[config.mk]
export PLATFORM = sky130hd
export DESIGN_NAME = ifetch_queue_flat
export DESIGN_NICKNAME = d
export VERILOG_FILES = /design/src/rtl/ifetch_queue_if.sv /design/src/rtl/ifetch_queue.sv /design/src/flat_wrapper.sv
export SDC_FILE = /design/constraint.sdc
export NUM_CORES = 1
export LEC_CHECK = 0
export ABC_CLOCK_PERIOD_IN_PS = 12600
export BUFFER_PORTS_ARGS = -buffer_cell sky130_fd_sc_hd__buf_2
export CAP_MARGIN = 20
export CORE_ASPECT_RATIO = 0.5
export CORE_UTILIZATION = 55
export CTS_CLUSTER_DIAMETER = 120
export DETAILED_ROUTE_END_ITERATION = 7
export GPL_ROUTABILITY_DRIVEN = 0
export PLACE_DENSITY = 0.76
export SYNTH_ARGS = -nofsm -noshare
export SYNTH_HDL_FRONTEND = slang
export SYNTH_SLANG_ARGS = --single-unit
export TNS_END_PERCENT = 10
[constraint.sdc]
create_clock -name clk -period 12.6 [get_ports clk]
set_clock_uncertainty 0.15 [all_clocks]
set_input_delay 3.78 -clock clk [delete_from_list [all_inputs] [get_ports clk]]
set_output_delay 3.78 -clock clk [all_outputs]
set_load 0.03 [all_outputs]
[src/rtl/ifetch_queue_if.sv]
// ----------------------------------------------------------------------------
// ifetch_queue_if
// Bundle path from instruction memory into the fetch queue, and from the queue
// out to VLIW decode.
//   master : the surrounding pipeline (drives fetch bundles, flush, dec_ready)
//   slave  : ifetch_queue (drives the decode head, fetch_stall, status)
// Signals:
//   if_inst/if_pc/if_valid : fetched bundle, its PC, and its valid flag
//   flush                  : redirect; the bundle on if_inst is wrong-path
//   dec_ready              : decode takes the head entry this cycle
//   dec_inst/dec_pc/dec_valid : head entry presented to decode
//   fetch_stall            : hold the fetch/PC stage
//   occupancy              : number of valid entries
//   ovf_err                : sticky overflow flag
//   dec_slot_valid         : per-slot non-zero mask of dec_inst (only when
//                            IFETCH_QUEUE_NOP_SQUASH_EN is defined)
// ----------------------------------------------------------------------------
interface ifetch_queue_if #(
  parameter int DEPTH  = 4,
  parameter int PC_W   = 14,
  parameter int INST_W = 128
);
  logic [INST_W-1:0]          if_inst;
  logic [PC_W-1:0]            if_pc;
  logic                       if_valid;
  logic                       flush;
  logic                       dec_ready;
  logic [INST_W-1:0]          dec_inst;
  logic [PC_W-1:0]            dec_pc;
  logic                       dec_valid;
  logic                       fetch_stall;
  logic [$clog2(DEPTH):0]     occupancy;
  logic                       ovf_err;
`ifdef IFETCH_QUEUE_NOP_SQUASH_EN
  logic [3:0]                 dec_slot_valid;
`endif

  modport master (
    output if_inst, if_pc, if_valid, flush, dec_ready,
    input  dec_inst, dec_pc, dec_valid, fetch_stall, occupancy, ovf_err
`ifdef IFETCH_QUEUE_NOP_SQUASH_EN
    , input dec_slot_valid
`endif
  );

  modport slave (
    input  if_inst, if_pc, if_valid, flush, dec_ready,
    output dec_inst, dec_pc, dec_valid, fetch_stall, occupancy, ovf_err
`ifdef IFETCH_QUEUE_NOP_SQUASH_EN
    , output dec_slot_valid
`endif
  );
endinterface

[src/rtl/ifetch_queue.sv]
// ----------------------------------------------------------------------------
// ifetch_queue
// Circular FIFO of {pc, bundle} entries sitting between the 1-cycle-latency
// instruction memory and VLIW decode. Entries leave in order under a
// valid/ready handshake; flush discards everything including the bundle
// arriving in the flush cycle.
// Ports:
//   clk  : clock
//   rst  : synchronous active-high reset
//   bus  : ifetch_queue_if.slave (fetch input, decode output, status)
// Optional feature macro: IFETCH_QUEUE_NOP_SQUASH_EN
//   drops all-zero bundles at the input and adds dec_slot_valid.
// ----------------------------------------------------------------------------
module ifetch_queue #(
  parameter int DEPTH  = 4,
  parameter int PC_W   = 14,
  parameter int INST_W = 128
) (
  input  logic          clk,
  input  logic          rst,
  ifetch_queue_if.slave bus
);
  localparam int PTR_W  = $clog2(DEPTH);
  localparam int CNT_W  = PTR_W + 1;
  localparam int SLOT_W = INST_W / 4;
  localparam logic [CNT_W-1:0] FULL_CNT  = CNT_W'(DEPTH);
  localparam logic [CNT_W-1:0] STALL_CNT = CNT_W'(DEPTH - 1);

  typedef struct packed {
    logic [PC_W-1:0]   pc;
    logic [INST_W-1:0] inst;
  } entry_t;

  // NOTE: storage has no reset; the pointers and occupancy alone define which
  // entries are meaningful, so clearing the array would only cost area.
  entry_t mem_q [DEPTH];

  logic [PTR_W-1:0] rd_ptr_q, rd_ptr_d;
  logic [PTR_W-1:0] wr_ptr_q, wr_ptr_d;
  logic [CNT_W-1:0] occ_q, occ_d;
  logic             ovf_q, ovf_d;

  logic full, is_nop, push, pop;
  entry_t head;

`ifdef IFETCH_QUEUE_NOP_SQUASH_EN
  assign is_nop = (bus.if_inst == '0);
`else
  assign is_nop = 1'b0;
`endif

  // Full is judged on the pre-pop occupancy: a push colliding with a pop at
  // full is refused, which fetch_stall makes unreachable in legal operation.
  assign full = (occ_q == FULL_CNT);
  assign push = bus.if_valid & ~bus.flush & ~full & ~is_nop;
  assign pop  = (occ_q != '0) & bus.dec_ready & ~bus.flush;

  // NOTE: every variable gets a default at the top of always_comb, so no path
  // leaves one unassigned and no latch is inferred.
  always_comb begin
    rd_ptr_d = rd_ptr_q;
    wr_ptr_d = wr_ptr_q;
    occ_d    = occ_q;
    ovf_d    = ovf_q;
    if (bus.flush) begin
      rd_ptr_d = '0;
      wr_ptr_d = '0;
      occ_d    = '0;
    end else begin
      if (push) wr_ptr_d = wr_ptr_q + PTR_W'(1);
      if (pop)  rd_ptr_d = rd_ptr_q + PTR_W'(1);
      unique case ({push, pop})
        2'b10:   occ_d = occ_q + CNT_W'(1);
        2'b01:   occ_d = occ_q - CNT_W'(1);
        default: occ_d = occ_q;
      endcase
      if (bus.if_valid & full & ~is_nop) ovf_d = 1'b1;
    end
  end

  // NOTE: state registers use non-blocking assignments so every flop samples
  // the pre-edge values regardless of statement order.
  always_ff @(posedge clk) begin
    if (rst) begin
      rd_ptr_q <= '0;
      wr_ptr_q <= '0;
      occ_q    <= '0;
      ovf_q    <= 1'b0;
    end else begin
      rd_ptr_q <= rd_ptr_d;
      wr_ptr_q <= wr_ptr_d;
      occ_q    <= occ_d;
      ovf_q    <= ovf_d;
    end
  end

  // push already excludes flush; rst must also block the write so that an
  // in-flight bundle in the reset cycle never lands in the array.
  always_ff @(posedge clk) begin
    if (!rst && push) mem_q[wr_ptr_q] <= '{pc: bus.if_pc, inst: bus.if_inst};
  end

  assign head = mem_q[rd_ptr_q];

  // Head is gated by dec_valid so outputs read zero while empty (and after
  // reset) instead of exposing stale or uninitialised storage.
  assign bus.dec_valid   = (occ_q != '0);
  assign bus.dec_inst    = bus.dec_valid ? head.inst : '0;
  assign bus.dec_pc      = bus.dec_valid ? head.pc   : '0;
  assign bus.occupancy   = occ_q;
  assign bus.ovf_err     = ovf_q;
  // One slot stays free for the bundle already in the memory output register.
  assign bus.fetch_stall = (occ_q >= STALL_CNT);

`ifdef IFETCH_QUEUE_NOP_SQUASH_EN
  always_comb begin
    for (int i = 0; i < 4; i++) begin
      bus.dec_slot_valid[i] = |bus.dec_inst[i*SLOT_W +: SLOT_W];
    end
  end
`endif
endmodule
[src/flat_wrapper.sv]
// flat-port wrapper written by rule: the top's interface ports become plain ports
module ifetch_queue_flat 
#(
  parameter int DEPTH  = 4,
  parameter int PC_W   = 14,
  parameter int INST_W = 128
)
  (clk, rst, bus_if_inst, bus_if_pc, bus_if_valid, bus_flush, bus_dec_ready, bus_dec_inst, bus_dec_pc, bus_dec_valid, bus_fetch_stall, bus_occupancy, bus_ovf_err);
  ifetch_queue_if #(.DEPTH(DEPTH), .PC_W(PC_W), .INST_W(INST_W)) bus_i ();
  input  logic clk;
  input  logic rst;
  input wire logic [$bits(bus_i.if_inst)-1:0] bus_if_inst;
  input wire logic [$bits(bus_i.if_pc)-1:0] bus_if_pc;
  input wire logic [$bits(bus_i.if_valid)-1:0] bus_if_valid;
  input wire logic [$bits(bus_i.flush)-1:0] bus_flush;
  input wire logic [$bits(bus_i.dec_ready)-1:0] bus_dec_ready;
  output wire logic [$bits(bus_i.dec_inst)-1:0] bus_dec_inst;
  output wire logic [$bits(bus_i.dec_pc)-1:0] bus_dec_pc;
  output wire logic [$bits(bus_i.dec_valid)-1:0] bus_dec_valid;
  output wire logic [$bits(bus_i.fetch_stall)-1:0] bus_fetch_stall;
  output wire logic [$bits(bus_i.occupancy)-1:0] bus_occupancy;
  output wire logic [$bits(bus_i.ovf_err)-1:0] bus_ovf_err;
  assign bus_i.if_inst = bus_if_inst;
  assign bus_i.if_pc = bus_if_pc;
  assign bus_i.if_valid = bus_if_valid;
  assign bus_i.flush = bus_flush;
  assign bus_i.dec_ready = bus_dec_ready;
  assign bus_dec_inst = bus_i.dec_inst;
  assign bus_dec_pc = bus_i.dec_pc;
  assign bus_dec_valid = bus_i.dec_valid;
  assign bus_fetch_stall = bus_i.fetch_stall;
  assign bus_occupancy = bus_i.occupancy;
  assign bus_ovf_err = bus_i.ovf_err;
  ifetch_queue #(.DEPTH(DEPTH), .PC_W(PC_W), .INST_W(INST_W)) u_core (.clk(clk), .rst(rst), .bus(bus_i));
endmodule
==> run_results.csv <==
group,metric,value,unit
drt,wl,42500,um
placed_design,portBuffers,294,
drt,drt-wirelength-per-cell,23.0,um
synthesis,netlist_area,21900,um2
placed_design,dp_hpwl,25900,um
timing,grt_setup_unrepaired,"no",
floorplanning,dieArea,40800,um2
cells_and_area,seq_area,17300,um2
drt,vias,10328,
floorplanning,core,39100,um2
hold_path,hold_path.class,"flop to flop",
synthesis,synth.distinct_cells,26,
clocking,cts_root_buf,"clkbuf_16",
worst_setup_path,path_max_fanout,43,
grt,grt_max_degree,83,
flow_run,drv_cap,0,
drt,first_iter_violations,716,
placed_design,pre_cts_slack,5.25,ns
cells_and_area,multi_input_area,4400,um2
power_and_ir_drop,p_per_area,147,nW/um2
timing,tns,0,ns
clocking,cts_hold_buffers,0,
grt,grt_pass1_wl,63900,um
timing,finalMaxSlewViolations,0,
clocking,cts_setup_buffers,0,
grt,grt_pass1_vias,11093,
drt,vias_per_cell,5.59,
power_and_ir_drop,peakVddDrop,0.000103,V
synthesis,synth_seq_cells,578,
clocking,cts_sinks,578,
clocking,clk-insertion-delay-late,0.56,ns
synthesis,avgSynthCellArea,22.9,um2
drt,detail_route.first_pass.iterations,5,
worst_setup_path,worstPathArrival,3.86,ns
hold_path,holdPathStages,2,
synthesis,ys_warn_count,0,
timing,worst_pin_slew,1.01,ns
grt,overflow,0,
floorplanning,initial_core_util,0.561,
worst_setup_path,r2r_slack,8.78,ns
floorplanning,die_h,143,um
grt,grt_antenna_before_repair,8,
timing,fmax,128,MHz
timing,setup_viol,0,
worst_setup_path,end_kind,"output port",
synthesis,synth_cells,960,
power_and_ir_drop,leakage,8.70,nW
worst_setup_path,r2r_cells,5,
grt,grt_usage,0.210,
clocking,cts.path.max_buffers,3,
worst_setup_path,crit_top_cell,"buf_4",
timing,relSlewSlack,0.324,
worst_setup_path,path_class,"flop to output port",
worst_setup_path,startpoint_type,"flop",
floorplanning,ioPinCount,295,
clocking,cts_htree_levels,2,
timing,fin_crit_sh,0.618,
synthesis,ys_seq_area_frac,0.786,
cells_and_area,synthToLayoutAreaGrowth,16.3,%
cells_and_area,drive_gt1_frac,0.408,
worst_setup_path,slowest_delay,0.84,ns
drt,drc,0,
clocking,clk_pin_slew_worst_paths,0.07,ns
drt,ant_nets,0,
synthesis,synthesis.nets,1113,
clocking,post_cts_resized,0,
floorplanning,die_w,285,um
timing,hold_viol,0,
worst_setup_path,worst_path_max_delay_cell,"dfxtp_4",
run_status,status,"finished clean",
timing,fin_ws,4.81,ns
cells_and_area,final_nets,1423,
timing,fin_crit,7.79,ns
clocking,cts_tree,"done",
worst_setup_path,path_cells,"buf_4 > buf_4 > mux4_2 > and2_1 > buf_2",
cells_and_area,n_fill_cell,2580,
floorplanning,placementRows,51,
worst_setup_path,required,8.67,ns
clocking,cts_buffers,49,
## sequential cells by signal, indices dropped and copies added (netlist names), named ones only
register,count
u_core.mem_q,568
u_core.bus.ovf_err,1
u_core.rd_ptr_q,2
u_core.wr_ptr_q,2
u_core.bus.occupancy,3
## power by group
part	total, mW	leakage (nW)	internal (mW)	switching (mW)
Sequential	2.13	5.21	2.13	0.00552
Clock	1.48	0.773	0.822	0.658
Combinational	0.142	2.72	0.0530	0.0894
Total	3.76	8.70	3.00	0.753
## critical path: cells and delay by family, from the launching register on
kind	cells	cell delay, ns
mux	1	0.63
simple gates	1	0.17
flops	1	0.84
buf+inv	3	1.52
## placed cells by master (no fill, tap or decap), drive strengths merged, types with 2 or more instances in the layout
cell type,count
and2,146
buf,308
nor2,9
clkinv,20
clkinvlp,4
inv,7
o21ai,3
diode,7
bufinv,3
a21oi,4
edfxtp,568
or3,3
nand2b,2
xor2,4
mux4,142
clkbuf,62
dfxtp,10
ha,5
## routing by layer
layer | track usage | wire length, um | vias up
met4 | 0.0730 | 1190 | 2
met2 | 0.380 | 23000 | 224
met1 | 0.259 | 16600 | 5484
li1 | - | - | 4544
met3 | 0.0374 | 1720 | 74
met5 | 0 | 13 | -
## logic make-up (layout without fill, tap and decap cells)
| logic type | after synthesis | after routing | share of synthesized area |
|---|---|---|---|
| xor gates and xnor gates | 4 | 4 | 0.00160 |
| other | 0 | 7 | 0 |
| adders and majority gates | 6 | 6 | 0.00376 |
| DFF | 578 | 578 | 0.786 |
| muxes | 142 | 142 | 0.146 |
| buffers and inverters | 54 | 404 | 0.0137 |
| and+or+nand+nor | 165 | 165 | 0.0459 |
| AOI/OAI and AO/OA | 11 | 11 | 0.00302 |
## metrics by stage
stage / hold WS, ns / area, um2 / util / power, mW / instances
floorplan: 0.335 / 21900 / - / 2.25 / 960
global placement: 0.306 / 23900 / 0.612 / 2.31 / 1749
detailed placement: 0.309 / 23900 / 0.612 / 2.32 / 1749
CTS: 0.328 / 25500 / 0.652 / 3.79 / 1840
global route: 0.348 / 25500 / 0.652 / 3.87 / 1847
finish: 0.329 / 25500 / 0.652 / 3.76 / 1847
## cells in the mapped netlist
library cell / number / area share
xor2_1: 4 / 0.0016
or3_1: 3 / 0.00086
nor2_1: 9 / 0.0015
buf_6: 10 / 0.0051
nor2b_1: 1 / 0.00029
buf_2: 16 / 0.0036
buf_4: 1 / 0.00034
o211ai_1: 1 / 0.00034
a21oi_1: 4 / 0.00091
mux4_2: 142 / 0.15
nand2b_1: 2 / 0.00057
nor3b_1: 1 / 0.00034
o21ai_0: 3 / 0.00068
and2_1: 146 / 0.042
a21o_1: 1 / 0.00034
dfxtp_1: 10 / 0.0091
o311ai_0: 1 / 0.00040
edfxtp_1: 568 / 0.78
nand2_1: 1 / 0.00017
fa_1: 1 / 0.00091
nor3_1: 1 / 0.00023
clkbuf_1: 22 / 0.0038
o31ai_1: 1 / 0.00034
ha_1: 5 / 0.0029
or2_2: 1 / 0.00029
inv_1: 5 / 0.00086
## final timing paths
path / start / endpoint
max: flop / bus_dec_inst[103]
min: u_core.bus.ovf_err$_SDFFE_PP0P_ / u_core.bus.ovf_err$_SDFFE_PP0P_
max reg2reg: u_core.bus.occupancy[0]$_SDFFE_PP0P_ / u_core.mem_q[2][87]$_DFFE_PP_
min reg2reg: u_core.bus.ovf_err$_SDFFE_PP0P_ / u_core.bus.ovf_err$_SDFFE_PP0P_
## final cells by class
class                           count  area share
Clock inverter                     29     0.00897
Timing Repair Buffer              308      0.0618
Inverter                            5    0.000735
Multi-Input combinational cell    328       0.173
Antenna cell                        7    0.000686
Tap cell                          530      0.0260
Sequential cell                   578       0.676
Clock buffer                       62      0.0528
(Power assumes the default switching activity.)
